<file path="src/rtl/uart_transceiver.sv">
// 8N1 UART transmitter and receiver sharing one clock; the two halves run independently.
// Both state machines are exposed on tx_state_dbg / rx_state_dbg for checker binding.
module uart_transceiver #(
    parameter int CLOCKS_PER_BIT = 325
) (
    input  logic       clock,
    input  logic       reset,
    input  logic       tx_bit,
    input  logic [7:0] tx_data_byte,
    output logic       tx_serial,
    output logic       tx_active,
    output logic       tx_done,
    input  logic       rx_serial,
    output logic [7:0] w_rx_byte,
    output logic       rx_done,
    output logic [2:0] tx_state_dbg,
    output logic [2:0] rx_state_dbg
);

    localparam int CW = (CLOCKS_PER_BIT > 1) ? $clog2(CLOCKS_PER_BIT) : 1;
    localparam logic [CW-1:0] LAST = CW'(CLOCKS_PER_BIT - 1);
    localparam logic [CW-1:0] HALF = CW'((CLOCKS_PER_BIT - 1) / 2);

    typedef enum logic [2:0] {
        S_IDLE    = 3'd0,
        S_START   = 3'd1,
        S_DATA    = 3'd2,
        S_STOP    = 3'd3,
        S_CLEANUP = 3'd4
    } state_t;

    state_t        tx_state;
    logic [CW-1:0] tx_count;
    logic [2:0]    tx_idx;
    logic [7:0]    tx_shift;

    state_t        rx_state;
    logic [CW-1:0] rx_count;
    logic [2:0]    rx_idx;
    logic [7:0]    rx_shift;
    logic          rx_meta;
    logic          rx_sync;

    assign tx_state_dbg = tx_state;
    assign rx_state_dbg = rx_state;

    // tx_shift[0] always holds the next data bit to put on the line.
    always_ff @(posedge clock) begin
        if (reset) begin
            tx_state  <= S_IDLE;
            tx_count  <= '0;
            tx_idx    <= '0;
            tx_shift  <= '0;
            tx_serial <= 1'b1;
            tx_active <= 1'b0;
            tx_done   <= 1'b0;
        end else begin
            tx_done <= 1'b0;
            case (tx_state)
                S_IDLE: begin
                    tx_serial <= 1'b1;
                    tx_active <= 1'b0;
                    tx_count  <= '0;
                    tx_idx    <= '0;
                    if (tx_bit) begin
                        tx_shift  <= tx_data_byte;
                        tx_serial <= 1'b0;
                        tx_active <= 1'b1;
                        tx_state  <= S_START;
                    end
                end
                S_START: begin
                    if (tx_count == LAST) begin
                        tx_count  <= '0;
                        tx_serial <= tx_shift[0];
                        tx_shift  <= {1'b0, tx_shift[7:1]};
                        tx_state  <= S_DATA;
                    end else begin
                        tx_count <= tx_count + 1'b1;
                    end
                end
                S_DATA: begin
                    if (tx_count == LAST) begin
                        tx_count <= '0;
                        if (tx_idx == 3'd7) begin
                            tx_serial <= 1'b1;
                            tx_state  <= S_STOP;
                        end else begin
                            tx_idx    <= tx_idx + 1'b1;
                            tx_serial <= tx_shift[0];
                            tx_shift  <= {1'b0, tx_shift[7:1]};
                        end
                    end else begin
                        tx_count <= tx_count + 1'b1;
                    end
                end
                S_STOP: begin
                    if (tx_count == LAST) begin
                        tx_count  <= '0;
                        tx_done   <= 1'b1;
                        tx_active <= 1'b0;
                        tx_serial <= 1'b1;
                        tx_state  <= S_CLEANUP;
                    end else begin
                        tx_count <= tx_count + 1'b1;
                    end
                end
                S_CLEANUP: tx_state <= S_IDLE;
                default:   tx_state <= S_IDLE;
            endcase
        end
    end

    // Samples are taken mid-bit: HALF cycles into the start bit, then every CLOCKS_PER_BIT.
    always_ff @(posedge clock) begin
        if (reset) begin
            rx_meta   <= 1'b1;
            rx_sync   <= 1'b1;
            rx_state  <= S_IDLE;
            rx_count  <= '0;
            rx_idx    <= '0;
            rx_shift  <= '0;
            w_rx_byte <= 8'h00;
            rx_done   <= 1'b0;
        end else begin
            rx_meta <= rx_serial;
            rx_sync <= rx_meta;
            rx_done <= 1'b0;
            case (rx_state)
                S_IDLE: begin
                    rx_count <= '0;
                    rx_idx   <= '0;
                    if (!rx_sync) rx_state <= S_START;
                end
                S_START: begin
                    if (rx_count == HALF) begin
                        rx_count <= '0;
                        rx_state <= rx_sync ? S_IDLE : S_DATA;
                    end else begin
                        rx_count <= rx_count + 1'b1;
                    end
                end
                S_DATA: begin
                    if (rx_count == LAST) begin
                        rx_count <= '0;
                        rx_shift <= {rx_sync, rx_shift[7:1]};
                        if (rx_idx == 3'd7) rx_state <= S_STOP;
                        else                rx_idx   <= rx_idx + 1'b1;
                    end else begin
                        rx_count <= rx_count + 1'b1;
                    end
                end
                S_STOP: begin
                    if (rx_count == LAST) begin
                        rx_count <= '0;
                        if (rx_sync) begin
                            w_rx_byte <= rx_shift;
                            rx_done   <= 1'b1;
                        end
                        rx_state <= S_CLEANUP;
                    end else begin
                        rx_count <= rx_count + 1'b1;
                    end
                end
                S_CLEANUP: rx_state <= S_IDLE;
                default:   rx_state <= S_IDLE;
            endcase
        end
    end

endmodule

</file>
<file path="config.mk">
export PLATFORM = sky130hd
export DESIGN_NAME = uart_transceiver
export DESIGN_NICKNAME = d
export VERILOG_FILES = /design/src/rtl/uart_transceiver.sv
export SDC_FILE = /design/constraint.sdc
export NUM_CORES = 1
export LEC_CHECK = 0
export CAP_MARGIN = 30
export CORE_AREA = 2 2 83 85
export CTS_CLUSTER_DIAMETER = 200
export CTS_CLUSTER_SIZE = 28
export DETAILED_ROUTE_END_ITERATION = 6
export DIE_AREA = 0 0 85 87
export GPL_ROUTABILITY_DRIVEN = 0
export HOLD_SLACK_MARGIN = 0.05
export PLACE_DENSITY = 0.74
export SLEW_MARGIN = 20
export SYNTH_ARGS = -nofsm -noshare
export SYNTH_HDL_FRONTEND = slang
export SYNTH_SLANG_ARGS = --single-unit
</file>
<file path="constraint.sdc">
create_clock -name clock -period 1.85 [get_ports clock]
set_input_delay 0.185 -clock clock [delete_from_list [all_inputs] [get_ports clock]]
set_output_delay 0.185 -clock clock [all_outputs]
set_load 0.01 [all_outputs]
</file>
# == Word-level counts from Yosys, hierarchy flattened ==
# Index checks and enable logic that the tools add are counted.
# word_totals
ff_bits,60
latchBits,0
ram_bits,0
rom_bits,0
word_cells,107
mem_count,0
# op_classes
n_addsub,4
n_mul,0
div_mod_pow,0
order_cmp,0
eq_ne,23
n_shift,0
n_mux,40
bitwise,3
reduce_logical,22
# op_table
operator,n
$mux 3,14
$mux 8,4
$mux 9,3
$pmux 9 s3,1
$ne 2x2->1 const B,12
$pmux 3 s4,2
$pmux 8 s3,1
$add 9x1->9 const B,2
$eq 9x9->1 const B,2
$pmux 9 s2,1
$reduce_and 5->1,3
$eq 3x2->1 const B,4
$pmux 3 s2,2
$eq 9x8->1 const B,1
$mux 1,9
$reduce_and 3->1,3
$reduce_bool 2->1,4
$add 3x1->3 const B,2
$eq 3x1->1 const B,2
$eq 3x3->1 const B,2
$logic_not 3->1,2
$reduce_bool 3->1,2
$reduce_or 3->1,2
$pmux 1 s4,1
7 further kinds,11

# == Longest topological paths before layout ==
# depth
depth_word,4
ltp_mapped,7
mapped_depth_nobuf,6

# == Worst setup path before layout ==
# Ideal clock, no wire load.
# synth_path
kind,register to register
start,register rx_count[0]
end,register w_rx_byte[5]
setup_ns,0.128
arrival_ns,1.784
required_ns,1.722
slack_ns,-0.062
stages_incl_launch_ff,8
path_buffers,1
synth_period_minus_slack_ns,1.912
path_cell_list,dfxtp_1 > inv_1 > ha_1 > or4b_4 > or4_4 > buf_6 > mux2i_1 > nor2_1
# synth_via
elab_chain_cells,2
# synth_rtl
element,line,source
from (decl),38,logic [CW-1:0] rx_count;
from (signal assigned),140,rx_count <= rx_count + 1'b1;
from (signal assigned),150,rx_count <= rx_count + 1'b1;
from (signal assigned),162,rx_count <= rx_count + 1'b1;
$eq 9x9->1,154,if (rx_count == LAST) begin
$reduce_and 3->1 (no line),--,
to (signal assigned),157,w_rx_byte <= rx_shift;
to (decl),14,"output logic [7:0] w_rx_byte,"
# Every way passes these cells.
# A chain may end at the register's enable or synchronous reset.

# == Final worst setup path ==
# Ends and elaborated chain as after synthesis.

==> results.txt <==
----------------------------------------------------
[Outcome]
  Run status ... complete, but fails checks
  Violated checks ... negative setup slack

[Synth]
  Most numerous cell in the Yosys netlist ... sky130_fd_sc_hd__dfxtp_1
  Mean instance size in the synthesized netlist ... 8.93 sq um
  Warning count from the yosys run ... 0
  Most used DFF post-synth ... sky130_fd_sc_hd__dfxtp_1
  Total standard cell area after synthesis ... 2850 sq um
  Top post-synthesis cells by area ... sky130_fd_sc_hd__dfxtp_1 42%, sky130_fd_sc_hd__mux2i_1 6.0%, sky130_fd_sc_hd__nor2_1 4.9%
  Proportion of register bits with asynchronous set or reset after synthesis ... 0%
  Net count after synthesis ... 340
  Number of enable-type register cells in the synthesized netlist ... 0
  Number of different library cells in the post-synthesis netlist ... 53
  Gate count of the mapped netlist ... 319
  Proportion of netlist area held by the largest area contributor ... 42.1%
  Number of synthesized register bits ... 60
  Top post-synthesis cells by count ... 60 x sky130_fd_sc_hd__dfxtp_1, 37 x sky130_fd_sc_hd__nor2_1, 25 x sky130_fd_sc_hd__nand2_1
  Proportion of synthesized chip area in sequential cells ... 42.1%
  Cell type with the highest aggregate area in the netlist ... sky130_fd_sc_hd__dfxtp_1

[Die]
  Total core area ... 6570 sq um
  I/O pins ... 30
  Starting utilization of the core area ... 43.4%
  Floorplan die height ... 87 um
  Die ar. ... 7400 sq um
  Std-Cell Rows ... 30
  Die outline width ... 85 um

[Drt]
  DRC violation count after routing ... 0
  Iter 0 DRT Violations ... 70
  DR vias/cell ... 5.62
  Total detailed-routing wirelength ... 6630 um
  DR WL/cell ... 14.6 um
  Initial DRT Pass Iterations ... 4
  Number of nets with antenna violations after routing ... 0
  Via count ... 2557

[Cells and area]
  Count of nets after finishing ... 393
  Layout cells sized above 1 ... 21.6%
  Storage element area ... 1210 sq um
  Antenna Diode Count ... 0
  Non-filler cells, final ... 455
  Count of filler cells inserted in the layout ... 564
  Utilization of the core after routing ... 56.4%
  Final std cell area, no fill ... 3700 sq um
  Area occupied by multi-input gates ... 1660 sq um
  Syn-to-layout area delta ... 29.9%

[Clock network]
  H-tree levels ... 3
  Max clock buf depth ... 2
  CTS Hold Bufs ... 0
  TritonCTS clock tree ... yes
  Worst-Skew Late Latency ... 340 ps
  Clock transition at the register clock pins on the worst setup and hold paths after CTS ... 70 ps
  CTS root buffer ... sky130_fd_sc_hd__clkbuf_8
  Sinks on the clock net ... 60
  TritonCTS Buffers ... 9

[Flow run]
  Number of maximum-capacitance violations ... 0

[Timing]
  Clock tree skew after final layout ... 7.45 ps
  Summed negative setup slack over all endpoints ... -195 ps
  Minimum hold slack ... 416 ps
  Final critical delay including setup and external delays ... 1910 ps
  Fin. max-slew vios ... 0
  Fin crit share ... 103%
  Headroom to the max-slew limit ... 57.2%
  Fmax ... 524 MHz
  Finish-stage setup viols ... 5
  Fin worst setup slack ... -59.7 ps
  Setup repair after global routing missed its margin ... yes
  Final hold viol count ... 0
  Worst Max-Slew Pin Slew ... 638 ps

[GRT]
  Via count of the first global-routing pass ... 2483
  Maximum number of pins on one net before global-route repair ... 30
  GRT Resource Usage Total ... 18.3%
  Antenna violations before repair ... 0
  Total gr overflow ... 0
  Wire length of the first global-routing pass ... 10900 um

[Worst setup path]
  Type of the worst setup path ... reg -> reg
  Startpoint class of the critical path ... flip-flop
  Nature of the critical path endpoint ... flip-flop
  Critical-path maximum fanout ... 6
  Critical Path AT ... 2140 ps
  Required arrival time at the worst endpoint ... 2080 ps

[Power and ir drop]
  Peak supply drop ... 551 uV
  PnR Total Power ... 2.64 mW
  Pwr/cell area ... 713 nW/um^2
  Leak pwr ... 1.42 nW

[Placement]
  Placed Cells ... 437
  Cell area reported after detailed placement ... 3380 sq um
  Detail Placement HPWL ... 4530 um
  Number of I/O port buffers ... 29
  Worst slack at placement ... -89.9 ps

[Min path]
  Worst min path class ... in -> reg

----------------------------------------------------
power by group:
group          internal [mW]  leakage (nW)  total [mW]  switching [mW]
Sequential              1.32         0.489        1.34          0.0213
Clock                  0.576        0.0941        1.07           0.497
Combinational          0.112         0.834       0.224           0.112
Total                   2.01          1.42        2.64           0.631
metal layers:
layer,share of wire [%],vias to the layer above,routed length [um],GRT usage [%]
met1,44,1227,2950,21.4
met2,50,47,3290,31.5
li1,-,1272,-,-
met3,3.7,11,246,5.40
met5,0,-,0,0
met4,2.3,0,150,7.79
kinds of logic after synthesis:
group / synth area share (%)
mux: 6.76
compound gates: 16.8
simple gates: 23.1
flops: 42.1
buf+inv: 3.91
fa+ha+maj: 3.95
xor+xnor: 3.38
path summary, 6_finish.rpt:
path	startpoint	endpoint	slack (ps)	depth (start not counted)
min reg2reg	rx_meta	rx_sync	430	1
min	rx_serial	rx_meta	420	2
max reg2reg	rx_count[0]	w_rx_byte[5]	-60	6
max	rx_count[0]	w_rx_byte[5]	-60	6
cell type report:
cell class	count	area share [%]
Inverter	8	0.811
Tap cell	80	2.70
Sequential cell	60	32.6
Timing Repair Buffer	59	14.5
Multi-Input combinational cell	234	44.7
Clock inverter	2	0.270
Clock buffer	12	4.46
layout by cell type (no fill, tap or decap), types with 9 or more instances in the layout:
cell type,instances
sky130_fd_sc_hd__clkbuf_8,12
sky130_fd_sc_hd__mux2i_1,17
sky130_fd_sc_hd__buf_4,27
sky130_fd_sc_hd__clkdlybuf4s50_1,29
sky130_fd_sc_hd__nor2_1,37
sky130_fd_sc_hd__dfxtp_1,55
sky130_fd_sc_hd__nand2_1,25
sky130_fd_sc_hd__o21ai_0,17
sky130_fd_sc_hd__nand3_1,17
sky130_fd_sc_hd__a311oi_1,9
worst max-delay path, cell delays in order (launching register included):
cell and delay, ps:
sky130_fd_sc_hd__dfxtp_2 320, sky130_fd_sc_hd__inv_2 70, sky130_fd_sc_hd__ha_4 120, sky130_fd_sc_hd__or4b_4 510
sky130_fd_sc_hd__or4_4 510, sky130_fd_sc_hd__mux2i_1 200, sky130_fd_sc_hd__nor2_1 60
registers in the layout, summed over array words and instances, names as in the netlist:
name          flops
rx_idx            3
rx_state_dbg      3
rx_sync           1
tx_active         1
rx_meta           1
tx_shift          8
tx_state_dbg      3
tx_idx            3
rx_shift          8
rx_done           1
tx_done           1
tx_serial         1
tx_count          9
w_rx_byte         8
rx_count          9
timing repair:
action                     in CTS  in global routing
setup buffers                   0                  3
setup endpoints to repair      21                 34
gates resized for setup         9                 20
gates cloned                    1                  0
pin swaps                       1                 15
No activity file was read; power rests on OpenSTA's default activity.
